`config.mk`:
```
export PLATFORM = sky130hd
export DESIGN_NAME = aes_enc_core
export DESIGN_NICKNAME = d
export VERILOG_FILES = /design/src/rtl/aes_enc_core.sv
export SDC_FILE = /design/constraint.sdc
export NUM_CORES = 1
export LEC_CHECK = 0
export CAP_MARGIN = 0
export CORE_MARGIN = 4
export CORE_UTILIZATION = 37
export CTS_BUF_LIST = sky130_fd_sc_hd__clkbuf_16
export CTS_CLUSTER_DIAMETER = 80
export DETAILED_ROUTE_END_ITERATION = 16
export PLACE_DENSITY = 0.67
export SYNTH_ARGS = -nofsm -noshare
export SYNTH_HDL_FRONTEND = slang
export SYNTH_SLANG_ARGS = --single-unit
```
`constraint.sdc`:
```
create_clock -name clk -period 2.8 [get_ports clk]
set_clock_uncertainty 0.05 [all_clocks]
set_input_delay 0.56 -clock clk [delete_from_list [all_inputs] [get_ports clk]]
set_output_delay 0.56 -clock clk [all_outputs]
set_load 0.02 [all_outputs]
```
`src/rtl/aes_enc_core.sv`:
```
// aes_enc_core: iterative AES-128 encryption datapath sharing an external S-box one word per cycle
module aes_enc_core #(
  parameter int NR = 10
) (
  input  logic         clk,
  input  logic         reset,
  input  logic         init,
  input  logic [127:0] plaintext,
  output logic [3:0]   round,
  input  logic [127:0] round_key,
  input  logic         key_ready,
  output logic [31:0]  sboxw,
  input  logic [31:0]  new_sboxw,
  output logic [127:0] ciphertext,
  output logic         ready
);
  typedef enum logic [2:0] {IDLE, INIT, SBOX, MAIN, DONE} state_t;
  state_t state, state_nxt;
  logic [127:0] block;
  logic [3:0] round_ctr;
  logic [1:0] sbox_ctr;
  logic last;
  logic [6:0] word_lsb;

  function automatic logic [7:0] xt(input logic [7:0] b);
    return {b[6:0], 1'b0} ^ (b[7] ? 8'h1b : 8'h00);
  endfunction

  function automatic logic [31:0] mix_col(input logic [31:0] w);
    logic [7:0] a0, a1, a2, a3;
    {a0, a1, a2, a3} = w;
    return {xt(a0) ^ xt(a1) ^ a1 ^ a2 ^ a3,
            a0 ^ xt(a1) ^ xt(a2) ^ a2 ^ a3,
            a0 ^ a1 ^ xt(a2) ^ xt(a3) ^ a3,
            xt(a0) ^ a0 ^ a1 ^ a2 ^ xt(a3)};
  endfunction

  // Row r of column c comes from column c+r
  function automatic logic [127:0] shift_rows(input logic [127:0] b);
    logic [127:0] o;
    for (int c = 0; c < 4; c++)
      for (int r = 0; r < 4; r++)
        o[127-32*c-8*r -: 8] = b[127-32*((c+r)%4)-8*r -: 8];
    return o;
  endfunction

  function automatic logic [127:0] mix_columns(input logic [127:0] b);
    logic [127:0] o;
    for (int c = 0; c < 4; c++)
      o[127-32*c -: 32] = mix_col(b[127-32*c -: 32]);
    return o;
  endfunction

  assign last = round_ctr == 4'(NR);
  assign word_lsb = {~sbox_ctr, 5'd0};

  always_ff @(posedge clk or negedge reset)
    if (!reset) state <= IDLE;
    else state <= state_nxt;

  always_comb begin
    state_nxt = state == IDLE ? (init ? INIT : IDLE) :
                state == INIT ? (key_ready ? SBOX : INIT) :
                state == SBOX ? (sbox_ctr == 2'd3 ? MAIN : SBOX) :
                state == MAIN ? (key_ready ? (last ? DONE : SBOX) : MAIN) :
                IDLE;
  end

  always_comb begin
    sboxw = state == SBOX ? block[word_lsb +: 32] : 32'h0;
    round = round_ctr;
    ciphertext = block;
  end

  always_ff @(posedge clk or negedge reset)
    if (!reset) begin
      block <= '0;
      round_ctr <= '0;
      sbox_ctr <= '0;
      ready <= 1'b1;
    end else begin
      case (state)
        IDLE: if (init) begin
          round_ctr <= '0;
          ready <= 1'b0;
        end
        INIT: if (key_ready) begin
          block <= plaintext ^ round_key;
          round_ctr <= 4'd1;
          sbox_ctr <= '0;
        end
        SBOX: begin
          block[word_lsb +: 32] <= new_sboxw;
          sbox_ctr <= sbox_ctr + 2'd1;
        end
        MAIN: if (key_ready) begin
          if (last) begin
            block <= shift_rows(block) ^ round_key;
            ready <= 1'b1;
          end else begin
            block <= mix_columns(shift_rows(block)) ^ round_key;
            round_ctr <= round_ctr + 4'd1;
          end
        end
        default: ;
      endcase
    end
endmodule
```
==> results of run 1 <==
==> critical path, delay by kind of cell, from the launching register on <==
| kind | cells | cell delay [ns] |
|---|---|---|
| buffers and inverters | 2 | 0.51 |
| DFF | 1 | 0.45 |
| muxes | 1 | 0.58 |
| and+or+nand+nor | 1 | 0.19 |
==> layer usage <==
| metal | routed length [µm] | track usage (%) |
|---|---|---|
| met5 | 0 | 0 |
| met4 | 4300 | 15.2 |
| met3 | 8000 | 7.87 |
| met2 | 37600 | 54.9 |
| met1 | 31700 | 44.2 |
==> placed cells by master, fill, tap and decap left out, types with 9 or more instances in the layout <==
cell type and instances:
a221oi_2 33, clkbuf_16 17, a21oi_1 90, a22oi_1 98, clkdlybuf4s50_1 423, mux2i_1 9
dlygate4sd2_1 21, o21ai_1 10, dfrtp_1 133, o21ai_0 71, and2_1 77, buf_12 17
buf_4 154, xor3_1 24, a221oi_1 61, mux4_2 31, xnor2_2 15, and2_0 14
a211oi_1 10, xnor2_1 210, xor2_1 93, nand2_1 34, nor2_1 115, xnor3_1 106
a22o_1 35
==> area by class of cell <==
cell class	count	area share [%]
Timing Repair Buffer	621	26.9
Clock buffer	17	1.92
Inverter	7	0.118
Sequential cell	138	15.6
Multi-Input combinational cell	1202	51.8
Clock inverter	15	0.688
Tap cell	539	3.04
==> logic make-up after synthesis <==
kind of cell,count (synthesis),share of synthesized area (%)
simple gates,268,8.24
buf+inv,218,5.87
xor+xnor,456,38.4
fa+ha+maj,6,0.474
mux,42,5.22
flops,138,21.8
compound gates,430,20.0
==> power by group through the flow <==
stage                     logic, mW  registers [mW]  clock network, mW
after floorplan                22.1            4.68                  0
after global placement         32.8            5.02                  0
after detailed placement       33.2            5.01                  0
after CTS                      33.2            4.98               2.35
after global routing           35.1            5.06               2.44
final                          33.5            5.05               2.33
==> registers in the layout, summed over array words and instances, names as in the netlist <==
register,count
ciphertext,128
round,4
state,3
sbox_ctr,2
ready,1
==> path summary, 6_finish.rpt <==
check                                                  end  slack [ns]  cells past startpoint
worst max-delay path                              sboxw[4]        0.01                      4
worst min-delay path            ciphertext[33]$_DFFE_PN0P_        0.03                      1
worst max register to register  ciphertext[76]$_DFFE_PN0P_        0.12                      7
worst min register to register           ready$_DFFE_PN1P_        0.48                      2
max in group asynchronous       ciphertext[12]$_DFFE_PN0P_        1.90                      2
min in group clk                         ready$_DFFE_PN1P_        0.48                      2
==> stage by stage <==
step	utilization, %	setup TNS (ns)	hold slack [ns]	instance area (µm²)	worst slack, ns
2_1_floorplan	-	0	0.214	15800	0.0898
3_3_place_gp	51.4	0	0.464	21600	0.227
3_5_place_dp	51.4	0	0.473	21600	0.189
4_1_cts	52.7	0	0.0545	22200	0.00252
5_1_grt	52.7	-0.0221	0.0667	22200	-0.0221
6_report	52.7	0	0.0279	22200	0.0140
==> flow_metrics.tcl, run 1 <==
set metrics [dict create \
    outcome "finished, final reports clean" \
    finalSetupViolCount 0 \
    synth_seq_cells 138 \
    yosysTopAreaCell "dfrtp_1" \
    wl_per_cell_um 32.1 \
    switchingPower_mw 19.7 \
    cp_slowest_stage_delay_ns 0.58 \
    critPathRequiredTime_ns 2.19 \
    drc 0 \
    powerDensity_nw_per_um2 1840 \
    cp-end-kind "primary output" \
    p_total_mw 40.9 \
    p_clk_share_pct 5.7 \
    avgSynthCellArea_um2 10.2 \
    p_int_mw 21.3 \
    slew_headroom_pct 48.3 \
    clock_latency_ns 0.45 \
    fp.dieW_um 215 \
    cts_buffer_depth 2 \
    antenna_left 0 \
    avgViaCountPerCell 6.02 \
    grt_overflow_total 0 \
    drive_gt1_share_pct 15.3 \
    worstPathArrival_ns 2.18 \
    yosysTopAreaCellShare_pct 21.7 \
    ys_warn_count 0 \
    finalCriticalPeriod_ns 2.79 \
    leakage_nw 9.50 \
    h-tree-depth 4 \
    via_count 15300 \
    globalRouteTotalUtil_pct 34.2 \
    die-area_um2 46200 \
    max_cap_viol_count 0 \
    cts_sinks 138 \
    critPathKind "reg -> out" \
    grt_pass1_vias 15500 \
    power_switching_share_pct 48.0 \
    drt-initial-drc-count 1913 \
    max_freq_ghz 0.359 \
    numPlacedInstances 2507 \
    worstPathCellList "buf_6, mux4_2, and2_1, dlygate4sd2_1" \
    syn_area_um2 15800 \
    synthFlopType "dfrtp_1" \
    start_util_pct 37.6 \
    p_comb_share_pct 82.0 \
    cts_root_buf "clkbuf_16" \
    routed_wirelength_um 81600 \
    regArea_um2 3460 \
    layout.nets 2285 \
    worstSetupStartpoint "sbox_ctr[0]$_DFFE_PN0P_" \
    synth_edf_count 0 \
    cp-start-kind "register" \
    crit_slowest_cell "mux4_2" \
    hold_viol 0 \
    cts_made_buffers 17 \
    vdd_drop_max_v 0.000684 \
    drv_slew 0 \
    multi_input_area_um2 11500 \
    diodes 0 \
    synth_area_leaders "dfrtp_1 (22%), xnor3_1 (15%), xnor2_1 (12%)" \
    syn_inst 1558 \
    antenna_found_initial 2 \
    synth_most_common_cell "xnor2_1" \
    grt_max_degree 69 \
    post_cts_resized 30 \
    synthToLayoutAreaGrowth_pct 40.2 \
    die_h_um 215 \
    cts_setup_buffers 0 \
    cts_tree "yes" \
    core_um2 42100 \
    io_buffers 456 \
    async_flop_share_pct 100 \
    dp_hpwl_um 65700 \
    grt_pass1_wl_um 115000 \
    ys_types 53 \
    rows 75 \
    rr_startpoint "ciphertext[100]$_DFFE_PN0P_" \
    worstMarginPinSlew_ns 0.769 \
    clkTransAtPathRegs_ns 0.07 \
    n_fill_cell 3856 \
    hold_path_class "in -> async" \
    cp_max_fo 8 \
    dr.pass1.iters 5 \
    rsz0062_at_grt "true" \
    p_seq_share_pct 12.3 \
    io_pins 457 \
    gp_congestion 1.02 \
    synth-seq-area-share_pct 21.8 \
    min_period_over_period_pct 99.5 \
    cts_hold_buf 0 \
    stdcell_count 2539 \
    syn_nets 1856 \
    synthTopCellsByCount "xnor2_1 (210), dfrtp_1 (137), clkbuf_1 (125)" \
]
(Power assumes the default switching activity.)
==> run 2, diff against run 1 <==
--- a/config.mk
+++ b/config.mk
@@ -15,3 +15,4 @@
 export SYNTH_ARGS = -nofsm -noshare
 export SYNTH_HDL_FRONTEND = slang
 export SYNTH_SLANG_ARGS = --single-unit
+export TNS_END_PERCENT = 20
==> run 2 against run 1 <==
Net effect: total power barely moved; combinational power about the same; sequential power is essentially flat; clock-buffer cell count did not move; hold slack hardly changed; register-to-register slack improved by 0.02 ns; flip-flop and latch count did not move; first-iteration DRC count shrank 0.21%; sequential share of layout area hardly changed; via count is 0.13% higher; non-clock buffer count did not move; largest power group unchanged.
==> flow_metrics.tcl, run 2 (synthesis gave the netlist of run 1 again) <==
set metrics [dict create \
    cts_sinks 138 \
    vdd_drop_max_v 0.000690 \
    min_period_over_period_pct 99.2 \
    grt_overflow_total 0 \
    synthToLayoutAreaGrowth_pct 40.2 \
    met3_usage_pct 7.87 \
    p_int_mw 21.3 \
    drt-initial-drc-count 1909 \
    dp_hpwl_um 65700 \
    via_count 15300 \
    p_seq_share_pct 12.4 \
    finalInstanceArea_um2 22200 \
    powerDensity_nw_per_um2 1840 \
    io_pins 457 \
    hold_viol 0 \
    rsz0062_at_grt "true" \
    max_freq_ghz 0.360 \
    worstPathArrival_ns 2.17 \
    drc 0 \
    start_util_pct 37.6 \
    drive_gt1_share_pct 15.3 \
    grt-busiest-layer "met2" \
    grtUsageMet1_pct 44.2 \
    antenna_left 0 \
    clock_latency_ns 0.45 \
    grt_pass1_wl_um 115000 \
    avgViaCountPerCell 6.03 \
    cts_made_buffers 17 \
    die_h_um 215 \
    hold_path_class "in -> async" \
    dr.pass1.iters 5 \
    cts_buffer_depth 2 \
    layout.nets 2285 \
    leakage_nw 9.50 \
    dpl_cell_area_um2 21600 \
    outcome "finished, final reports clean" \
    hold_ws_ns 0.0280 \
    max_cap_viol_count 0 \
    power_switching_share_pct 48.0 \
    worstMarginPinSlew_ns 0.722 \
    grt_max_degree 69 \
    rows 75 \
    routed_wirelength_um 81700 \
    cts_hold_buf 0 \
    cts_tree "yes" \
    fp.dieW_um 215 \
    h-tree-depth 4 \
    finalCriticalPeriod_ns 2.78 \
    globalRouteTotalUtil_pct 34.2 \
    cp-end-kind "primary output" \
    core_um2 42100 \
    antenna_found_initial 2 \
    switchingPower_mw 19.7 \
    clkTransAtPathRegs_ns 0.06 \
    cp_max_fo 8 \
    largest_register_ff_count 128 \
    p_clk_share_pct 5.7 \
    p_comb_share_pct 82.0 \
    die-area_um2 46200 \
    gp_congestion 1.02 \
    final_common_cell "clkdlybuf4s50_1" \
    cts_root_buf "clkbuf_16" \
    grt_pass1_vias 15500 \
    final_cell_mix "clkdlybuf4s50_1 (423), xnor2_1 (210), buf_4 (154)" \
    critPathRequiredTime_ns 2.19 \
    finalSetupViolCount 0 \
    drv_slew 0 \
    io_buffers 456 \
    grtUsageMet2_pct 54.9 \
    cp-start-kind "register" \
    wl_per_cell_um 32.2 \
    critPathKind "reg -> out" \
    slew_headroom_pct 51.5 \
]
run 2: changes by cell type in the layout (fill, tap and decap cells not counted):
| cell | previous run | this run |
|---|---|---|
| diode_2 | 0 | 1 |
run 2: metal layers:
layer,part of all wire [%],vias to the layer above
met5,0,-
met2,46,1066
met3,9.8,170
li1,-,6434
met4,5.3,0
met1,39,7644
run 2: layout make-up:
type	count	area (µm²)
Antenna cell	1	2.50
Tap cell	539	674
Clock buffer	17	425
Timing Repair Buffer	621	5970
Sequential cell	138	3460
Fill cell	3857	19900
Multi-Input combinational cell	1202	11500
Inverter	7	26.3
Clock inverter	15	153
run 2: power by group through the flow:
stage	Clock, mW	Sequential (mW)	Combinational [mW]
2_1_floorplan	0	4.68	22.1
3_3_place_gp	0	5.02	32.8
3_5_place_dp	0	5.01	33.2
4_1_cts	2.35	4.98	33.2
5_1_grt	2.44	5.06	35.1
6_report	2.33	5.05	33.5
run 2: timing repair:
action	CTS	global route
gates cloned	0	0
setup buffers	0	0
setup endpoints to repair	26	9
resized for setup	30	5
pin swaps	0	0
endpoints found under the hold margin	0	0
run 2: worst paths after layout:
check | startpoint | to | slack, ns | depth (start not counted)
setup / recovery | sbox_ctr[0]$_DFFE_PN0P_ | sboxw[4] | 0.02 | 4
hold / removal | reset | ciphertext[33]$_DFFE_PN0P_ | 0.03 | 1
setup reg to reg | ciphertext[100]$_DFFE_PN0P_ | ciphertext[76]$_DFFE_PN0P_ | 0.14 | 7
hold reg to reg | ready$_DFFE_PN1P_ | ready$_DFFE_PN1P_ | 0.48 | 2
max in group asynchronous | reset | ciphertext[12]$_DFFE_PN0P_ | 1.90 | 2
min in group clk | ready$_DFFE_PN1P_ | ready$_DFFE_PN1P_ | 0.48 | 2
run 2: critical path: stages, from the launching register on:
cell,delay [ns]
dfrtp_2,0.45
buf_6,0.19
mux4_2,0.57
and2_1,0.19
dlygate4sd2_1,0.32
run 2: per-stage QoR:
step	TNS (ns)	util, %	total power, mW	cells	worst slack, ns
final	0	52.7	40.9	2540	0.0225
after detailed placement	0	51.4	38.2	2507	0.189
after global placement	0	51.4	37.8	2507	0.227
after global routing	-0.0221	52.7	42.6	2539	-0.0221
after CTS	0	52.7	40.5	2539	0.00252
after floorplan	0	-	26.8	1558	0.0898
